### src/rtl/exchange_order_tx.sv
// exchange_order_tx
//   Producer end of the exchange order channel. Host orders are buffered in a
//   small FIFO and issued one at a time as single-cycle exchange_go strobes.
//   The processor's per-client permit (max_to_trade) and cancel
//   (cancelled_orders) masks decide, at the FIFO head, whether an order is
//   issued, held back, or discarded.
//
// Ports
//   clk, HRESETn          clock, asynchronous active-low reset
//   in_valid/in_ready     host order handshake (in_client_id, in_amount)
//   max_to_trade          bit c = 1: client c may trade
//   cancelled_orders      bit c = 1: orders for client c are discarded
//   exchange_go           one-cycle order strobe
//   exchange_client_id    registered id, qualified by exchange_go
//   exchange_amount       registered amount, qualified by exchange_go
//   fifo_level            current FIFO occupancy
//   sent_count            orders issued (saturating)
//   dropped_count         orders discarded (saturating)
//
// state    | meaning
// ---------+--------------------------------------------------------------
// ST_IDLE  | evaluate FIFO head: drop, stall, or pop and launch
// ST_ISSUE | exchange_go high for exactly one cycle, sent_count bumps
// ST_GAP   | GAP forced idle cycles (down-counter) before next evaluation

module exchange_order_tx #(
  parameter int DEPTH = 8,
  parameter int GAP   = 1,
  parameter int CNT_W = 16
) (
  input  logic                    clk,
  input  logic                    HRESETn,
  input  logic                    in_valid,
  output logic                    in_ready,
  input  logic [4:0]              in_client_id,
  input  logic [15:0]             in_amount,
  input  logic [31:0]             max_to_trade,
  input  logic [31:0]             cancelled_orders,
  output logic                    exchange_go,
  output logic [4:0]              exchange_client_id,
  output logic [15:0]             exchange_amount,
  output logic [$clog2(DEPTH):0]  fifo_level,
  output logic [CNT_W-1:0]        sent_count,
  output logic [CNT_W-1:0]        dropped_count
);

  localparam int PTR_W = $clog2(DEPTH);
  localparam int LVL_W = PTR_W + 1;

  localparam logic [PTR_W-1:0] PTR_ONE  = PTR_W'(1);
  localparam logic [LVL_W-1:0] LVL_ONE  = LVL_W'(1);
  localparam logic [LVL_W-1:0] LVL_FULL = LVL_W'(DEPTH);
  localparam logic [CNT_W-1:0] CNT_ONE  = CNT_W'(1);
  localparam logic [CNT_W-1:0] CNT_MAX  = '1;
  // Loaded on ISSUE so the GAP state lasts exactly GAP cycles.
  localparam logic [3:0]       GAP_LOAD = (GAP > 0) ? 4'(GAP - 1) : 4'd0;

  typedef enum logic [1:0] {
    ST_IDLE  = 2'd0,
    ST_ISSUE = 2'd1,
    ST_GAP   = 2'd2
  } state_t;

  state_t state_q, state_d;

  logic [4:0]       mem_id  [DEPTH];
  logic [15:0]      mem_amt [DEPTH];
  logic [PTR_W-1:0] wr_ptr, rd_ptr;
  logic [3:0]       gap_cnt;
  logic             rdy_en;

  logic             push, pop, drop, take;
  logic [4:0]       head_id;
  logic [15:0]      head_amt;

  assign head_id     = mem_id[rd_ptr];
  assign head_amt    = mem_amt[rd_ptr];
  // rdy_en keeps in_ready low while in reset and sets on the first edge after.
  assign in_ready    = rdy_en & (fifo_level != LVL_FULL);
  assign push        = in_valid & in_ready;
  assign exchange_go = (state_q == ST_ISSUE);

  always_comb begin
    state_d = state_q;
    pop     = 1'b0;
    drop    = 1'b0;
    take    = 1'b0;
    case (state_q)
      ST_IDLE: begin
        if (fifo_level != '0) begin
          // Cancel is checked first so it wins over a simultaneous permit.
          if (cancelled_orders[head_id] || (head_amt == 16'd0)) begin
            pop  = 1'b1;
            drop = 1'b1;
          end else if (max_to_trade[head_id]) begin
            pop     = 1'b1;
            take    = 1'b1;
            state_d = ST_ISSUE;
          end
        end
      end
      ST_ISSUE: begin
        if (GAP != 0) state_d = ST_GAP;
        else          state_d = ST_IDLE;
      end
      ST_GAP: begin
        if (gap_cnt == 4'd0) state_d = ST_IDLE;
      end
      default: state_d = ST_IDLE;
    endcase
  end

  always_ff @(posedge clk or negedge HRESETn) begin
    if (!HRESETn) begin
      state_q <= ST_IDLE;
      gap_cnt <= 4'd0;
    end else begin
      state_q <= state_d;
      if (state_q == ST_ISSUE)                      gap_cnt <= GAP_LOAD;
      else if (state_q == ST_GAP && gap_cnt != '0)  gap_cnt <= gap_cnt - 4'd1;
    end
  end

  // Storage needs no reset; occupancy and pointers define what is valid.
  always_ff @(posedge clk) begin
    if (push) begin
      mem_id[wr_ptr]  <= in_client_id;
      mem_amt[wr_ptr] <= in_amount;
    end
  end

  always_ff @(posedge clk or negedge HRESETn) begin
    if (!HRESETn) begin
      wr_ptr     <= '0;
      rd_ptr     <= '0;
      fifo_level <= '0;
      rdy_en     <= 1'b0;
    end else begin
      rdy_en <= 1'b1;
      if (push) wr_ptr <= wr_ptr + PTR_ONE;
      if (pop)  rd_ptr <= rd_ptr + PTR_ONE;
      case ({push, pop})
        2'b10:   fifo_level <= fifo_level + LVL_ONE;
        2'b01:   fifo_level <= fifo_level - LVL_ONE;
        default: fifo_level <= fifo_level;
      endcase
    end
  end

  always_ff @(posedge clk or negedge HRESETn) begin
    if (!HRESETn) begin
      exchange_client_id <= '0;
      exchange_amount    <= '0;
      sent_count         <= '0;
      dropped_count      <= '0;
    end else begin
      if (take) begin
        exchange_client_id <= head_id;
        exchange_amount    <= head_amt;
      end
      if (state_q == ST_ISSUE && sent_count != CNT_MAX)
        sent_count <= sent_count + CNT_ONE;
      if (drop && dropped_count != CNT_MAX)
        dropped_count <= dropped_count + CNT_ONE;
    end
  end

endmodule
### config.mk
export PLATFORM = sky130hd
export DESIGN_NAME = exchange_order_tx
export DESIGN_NICKNAME = d
export VERILOG_FILES = /design/src/rtl/exchange_order_tx.sv
export SDC_FILE = /design/constraint.sdc
export NUM_CORES = 1
export LEC_CHECK = 0
export BUFFER_PORTS_ARGS = -buffer_cell sky130_fd_sc_hd__buf_2
export CELL_PAD_IN_SITES_DETAIL_PLACEMENT = 1
export CELL_PAD_IN_SITES_GLOBAL_PLACEMENT = 2
export CORE_MARGIN = 2
export CORE_UTILIZATION = 41
export CTS_CLUSTER_SIZE = 14
export DETAILED_ROUTE_END_ITERATION = 8
export GPL_ROUTABILITY_DRIVEN = 0
export GPL_TIMING_DRIVEN = 0
export PLACE_DENSITY_LB_ADDON = 0.1
export SYNTH_ARGS = -nofsm -noshare
export SYNTH_HDL_FRONTEND = slang
export SYNTH_SLANG_ARGS = --single-unit
### constraint.sdc
create_clock -name clk -period 4.89 [get_ports clk]
set_clock_uncertainty 0.2 [all_clocks]
set_input_delay 0.978 -clock clk [delete_from_list [all_inputs] [get_ports clk]]
set_output_delay 0.978 -clock clk [all_outputs]
set_load 0.02 [all_outputs]
==> impl_metrics.toml, run 1 <==
[outcome]
outcome = "complete, no violations"

[cts]
cts_max_path_buffers = 3
htreeDepth = 1
hold_buffers = 0
worstSkewPairLatency_ns = 0.56
numClockSinks = 238
numCtsBuffers = 27
path_clk_slew_ns = 0.06
cts_tree = "built"
cts-root-buf = "clkbuf_16"

[power_and_ir_drop]
leakage_nw = 4.89
ir_worst_vdd_mv = 0.284
p_per_area_nw_per_um2 = 661

[synthesis]
ys_types = 49
ys.flop_type = "edfxtp_1"
ys_ff_latch = 238
syn_area_um2 = 10200
synth_edf_count = 168
synth_nets = 713
avgSynthCellArea_um2 = 16.6
synth-async-reset-ratio_pct = 29.4
synthCells = 615
yosys_warnings = 0
yosysSeqAreaShare_pct = 66.6

[route]
drtAntennaViolNets = 0
drcViolationCount = 0
drt_iter0_markers = 457
drt-total-wl_um = 25300
via_count = 6030
firstDrtPassIters = 4
post_drt_wl_per_cell_um = 22.0
vias_per_cell = 5.25

[cells_and_area]
area_growth_pct = 22.0
fillers = 2407
drive_gt1_share_pct = 39.2
final_common_cell = "edfxtp_1"
fin_nets = 900
most-common-layout-cells = "edfxtp_1 (168), buf_2 (150), dfrtp_1 (70)"
instances_no_fill = 1148
post-route-cell-area_um2 = 12500

[worst_hold_path]
hold_class = "primary input to async pin"

[worst_setup_path]
critPathRequiredTime_ns = 5.10
endpoint_kind = "flop"
critPathKind = "flop to flop"
r2r_cells = 16
cp.arrival_ns = 4.87
crit_fanout = 7
start_kind = "flop"

[global_routing]
grt_pass1_wl_um = 39300
grt.met3_usage_pct = 3.14
grt-ovfl-total = 0
antenna_found_initial = 1
gr-usage-met1_pct = 26.5
busiest_layer = "met2"
grt_use_met2_pct = 33.7
grt.total_usage_pct = 19.6
grt_max_degree = 51
grt_pass1_vias = 6583

[floorplan]
dieArea_um2 = 26200
io_pins = 147
core_area_um2 = 24400
die_h_um = 162
initial_core_util_pct = 41.8
die_w_um = 162
core.rowCount = 57

[sta]
finalSetupViolations = 0
relSlewSlack_pct = 37.9
max_freq_mhz = 214
finalCritPeriodShare_pct = 95.5
fin_hold_ws_ns = 0.154
finalCriticalPeriod_ns = 4.67
fin_tns_setup_ns = 0
slew_viol_final = 0
hold_violations = 0
tightest_slew_ns = 0.931

[placement]
dp_cells = 1095
portBuffers = 146
hpwl_um = 17400
postPlaceCellArea_um2 = 11500

[job]
cap_violations = 0
==> worst max-delay path: stages (launching register included) <==
cell,delay [ns]
dfrtp_1,0.42
buf_6,0.19
mux4_2,0.55
or4_1,0.59
nor4_2,0.32
nand4b_1,0.15
a2111o_1,0.48
nand4_2,0.19
nor2_2,0.09
a21boi_2,0.21
ha_2,0.23
ha_1,0.23
a21o_1,0.17
a21oi_1,0.18
xnor2_1,0.15
nor2_1,0.07
xor2_1,0.13
==> layout make-up <==
type	count	area (um2)	share of cell area [%]
sequential	238	6800	54.6
multi-input combinational	339	3300	26.5
timing repair buffer	158	897	7.21
clock buffer	36	729	5.86
tap	324	405	3.26
buffer	21	151	1.22
clock inverter	14	103	0.824
inverter	17	63.8	0.513
antenna	1	2.50	0.0201
==> cells by family (layout without fill, tap and decap cells) <==
family | after synthesis | after routing | synth area share [%]
fa+ha+maj | 10 | 10 | 1.30
other cells | 1 | 2 | 0.0367
compound gates | 29 | 29 | 2.28
mux | 126 | 126 | 17.9
xor+xnor | 37 | 37 | 3.18
buf+inv | 38 | 246 | 1.92
flops | 238 | 238 | 66.6
simple gates | 136 | 136 | 6.76
==> sequential cells by signal, indices dropped and copies added (netlist names) <==
signal	count
dropped_count	16
exchange_amount	16
exchange_client_id	5
fifo_level	4
gap_cnt	4
mem_amt	128
mem_id	40
rd_ptr	3
rdy_en	1
sent_count	16
state_q	2
wr_ptr	3
==> path summary, 6_finish.rpt <==
check,startpoint,endpoint,slack [ns]
min reg2reg,sent_count[9],sent_count[9],0.29
max in group asynchronous,HRESETn,sent_count[5],3.75
max,rd_ptr[0],fifo_level[3],0.22
max reg2reg,rd_ptr[0],fifo_level[3],0.22
min,HRESETn,exchange_client_id[3],0.15
min in group clk,sent_count[9],sent_count[9],0.29
==> layer usage <==
metal / wire (um) / share of wire, %
met1: 10900 / 43
met2: 12800 / 51
met3: 1060 / 4.2
met4: 537 / 2.1
met5: 0 / 0
==> stage by stage <==
step / power [mW] / util (%) / worst slack (ns)
6_report: 8.23 / 51.0 / 0.220
3_3_place_gp: 6.16 / 46.5 / -0.389
5_1_grt: 8.73 / 51.0 / -0.0379
4_1_cts: 8.27 / 50.8 / 0.0142
2_1_floorplan: 5.23 / - / 0.739
3_5_place_dp: 6.31 / 47.3 / -0.224
==> Yosys cell counts (5+ instances only) <==
cell / number / area (um2)
edfxtp_1: 168 / 5040
dfrtp_1: 70 / 1750
mux2_2: 45 / 507
mux4_2: 41 / 923
nand2_1: 41 / 154
mux2i_1: 40 / 400
nor2_1: 30 / 113
xor2_1: 20 / 175
inv_1: 17 / 63.8
xnor2_1: 17 / 149
nand4_1: 14 / 87.6
nor3_1: 10 / 50.1
ha_1: 9 / 113
buf_2: 7 / 35.0
nand3_1: 7 / 35.0
and2_1: 6 / 37.5
nand2b_1: 5 / 31.3
nor4_1: 5 / 31.3
o21ai_0: 5 / 25.0
==> power breakdown <==
part	internal, mW	total (mW)	switching, mW	leakage, nW
logic	1.65	3.66	2.01	2.09
clock network	1.10	1.89	0.795	0.404
registers	2.49	2.68	0.193	2.40
total	5.24	8.23	3.00	4.89
==> repair_timing <==
item                       4_1_cts  5_1_grt
setup buffers                    0        2
gates resized for setup          5       10
setup endpoints to repair        2        2
hold endpoints to repair         0        0
gates cloned                     0        0
pin swaps                        0        2
Note: power is estimated with default switching activity, not from simulation.
==> run 2, diff against run 1 <==
Settings changed: CORE_UTILIZATION 41 to 37.
Clock period 4.89 ns to 4.1 ns, I/O delays scaled along.
==> impl_metrics.toml, run 2 (synthesis results as in run 1) <==
[power_and_ir_drop]
leakage_nw = 5.05
ir_worst_vdd_mv = 0.431
design_power_total_mw = 10.5
pwr-share-seq_pct = 30.6
p_switching_mw = 3.73
internal_power_mw = 6.74
switching_share_pct = 35.6
combPwrFrac_pct = 46.3
power_frac_clock_pct = 23.1
p_per_area_nw_per_um2 = 817

[sta]
finalCriticalPeriod_ns = 4.28
hold_violations = 0
grt_setup_unrepaired = "yes"
relSlewSlack_pct = 29.8
finalSetupViolations = 3
slew_viol_final = 0
fin_ws_ns = -0.184
finalCritPeriodShare_pct = 104
tightest_slew_ns = 1.05
max_freq_mhz = 233

[route]
drt_iter0_markers = 382
post_drt_wl_per_cell_um = 21.8
drtAntennaViolNets = 0
via_count = 6094
drcViolationCount = 0
drt-total-wl_um = 25600
firstDrtPassIters = 4
vias_per_cell = 5.18

[outcome]
violations = "setup timing"
outcome = "finished with violations"

[worst_setup_path]
crit_family = "simple AND/OR/NAND/NOR gates"
crit_fanout = 6
slowest_stage = "or4_4"
crit_buf_inv = 2
critPathKind = "flop to flop"
endpoint_kind = "flop"
path_common_cell = "buf_6"
crit_chain = "buf_6 > buf_6 > mux4_2 > or4_4 > nor4_4 > nand4b_1 > a2111o_1 > nand4_4 > nor2_4 > a21boi_2 > ha_2 > ha_4 > a21o_1 > a21oi_2 > xnor2_1 > nor2_1 > xor2_1"
start_kind = "flop"
cp.arrival_ns = 4.50
cpPeakStageDelay_ns = 0.54
critPathRequiredTime_ns = 4.31

[placement]
postPlaceCellArea_um2 = 11600
portBuffers = 146
hpwl_um = 17200

[floorplan]
initial_core_util_pct = 37.8
dieArea_um2 = 28900
io_pins = 147
core_area_um2 = 27000
die_h_um = 170
die_w_um = 170
core.rowCount = 60

[cells_and_area]
final_common_cell = "edfxtp_1"
drive_gt1_share_pct = 41.4
num_antenna_cells = 0
area_growth_pct = 25.6
reg_top3 = "mem_amt: 128 flops, mem_id: 40 flops"
final_util_pct = 47.4
largest_reg_flops = 128
post-route-cell-area_um2 = 12800
fin_nets = 912
regMostFlops = "mem_amt"
most-common-layout-cells = "edfxtp_1 (168), buf_2 (147), dfrtp_1 (70)"

[cts]
cts_tree = "built"
numCtsBuffers = 27
worstSkewPairLatency_ns = 0.54
path_clk_slew_ns = 0.06
cts-root-buf = "clkbuf_16"
cts_max_path_buffers = 3
numClockSinks = 238
hold_buffers = 0
htreeDepth = 1

[global_routing]
grt.total_usage_pct = 18.1
grt_max_degree = 46
grt_pass1_vias = 6553
grt-ovfl-total = 0
antenna_found_initial = 0
grt_pass1_wl_um = 39200

[job]
cap_violations = 0

[worst_hold_path]
hold_class = "primary input to async pin"
run 2: changes by cell type in the layout (fill, tap and decap cells not counted), moves of 2 or more:
cell / delta
buf_12: +2
buf_16: +3
buf_2: -3
buf_4: +13
buf_6: -5
buf_8: +3
clkbuf_8: +5
clkinv_1: -4
ha_1: -2
ha_4: +2
nor4_2: -4
nor4_4: +4
run 2: per-stage QoR:
step	instances	worst slack [ns]	TNS, ns	hold WS (ns)
3_3_place_gp	1102	-1.17	-59.54	0.271
6_report	1176	-0.184	-0.381	0.0284
3_5_place_dp	1109	-0.983	-10.60	0.291
4_1_cts	1175	-0.187	-0.383	0.0287
2_1_floorplan	615	0.000239	0	0.283
5_1_grt	1176	-0.395	-0.949	0.0324
run 2: power groups by stage:
stage | clock (mW) | sequential [mW] | combinational [mW]
2_1_floorplan | 0 | 3.40 | 2.85
3_3_place_gp | 0 | 3.22 | 4.18
3_5_place_dp | 0 | 3.24 | 4.32
4_1_cts | 2.47 | 3.21 | 4.88
5_1_grt | 2.56 | 3.24 | 5.28
6_report | 2.42 | 3.20 | 4.86
run 2: worst register-to-register path, cell delays in order (launching register included):
cell and delay [ns]:
dfrtp_1 0.41, buf_6 0.17, buf_6 0.11, mux4_2 0.49, or4_4 0.54, nor4_4 0.15, nand4b_1 0.16, a2111o_1 0.50
nand4_4 0.14, nor2_4 0.04, a21boi_2 0.18, ha_2 0.24, ha_4 0.20, a21o_1 0.16, a21oi_2 0.12, xnor2_1 0.13
nor2_1 0.07, xor2_1 0.14
run 2: final timing paths:
check	slack, ns	start	cells past startpoint	to
worst max-delay path	-0.18	rd_ptr[0]	17	fifo_level[3]
worst min-delay path	0.03	HRESETn	1	dropped_count[15]
worst max register to register	-0.18	rd_ptr[0]	17	fifo_level[3]
worst min register to register	0.30	sent_count[5]	1	sent_count[5]
max in group asynchronous	3.08	HRESETn	2	sent_count[1]
min in group clk	0.30	sent_count[5]	1	sent_count[5]
run 2: layout make-up:
class / count / area (um2)
Inverter: 17 / 63.8
Clock inverter: 9 / 105
Clock buffer: 41 / 798
Multi-Input combinational cell: 339 / 3390
Fill cell: 2649 / 14200
Sequential cell: 238 / 6800
Tap cell: 341 / 427
Buffer: 21 / 214
Timing Repair Buffer: 170 / 1030
run 2: routing by layer:
| layer | up-vias | wire length, um | track usage, % | part of all wire (%) |
|---|---|---|---|---|
| met5 | - | 0 | 0 | 0 |
| met3 | 38 | 1140 | 2.53 | 4.4 |
| met1 | 3122 | 11200 | 24.5 | 44 |
| met4 | 0 | 512 | 4.31 | 2.0 |
| met2 | 163 | 12800 | 30.9 | 50 |
| li1 | 2771 | - | - | - |
run 2: repair_timing:
item | in CTS | in global routing
cloned | 1 | 0
buffers inserted | 15 | 1
gates resized for setup | 44 | 2
endpoints found under the setup margin | 44 | 8
pin swaps | 13 | 0
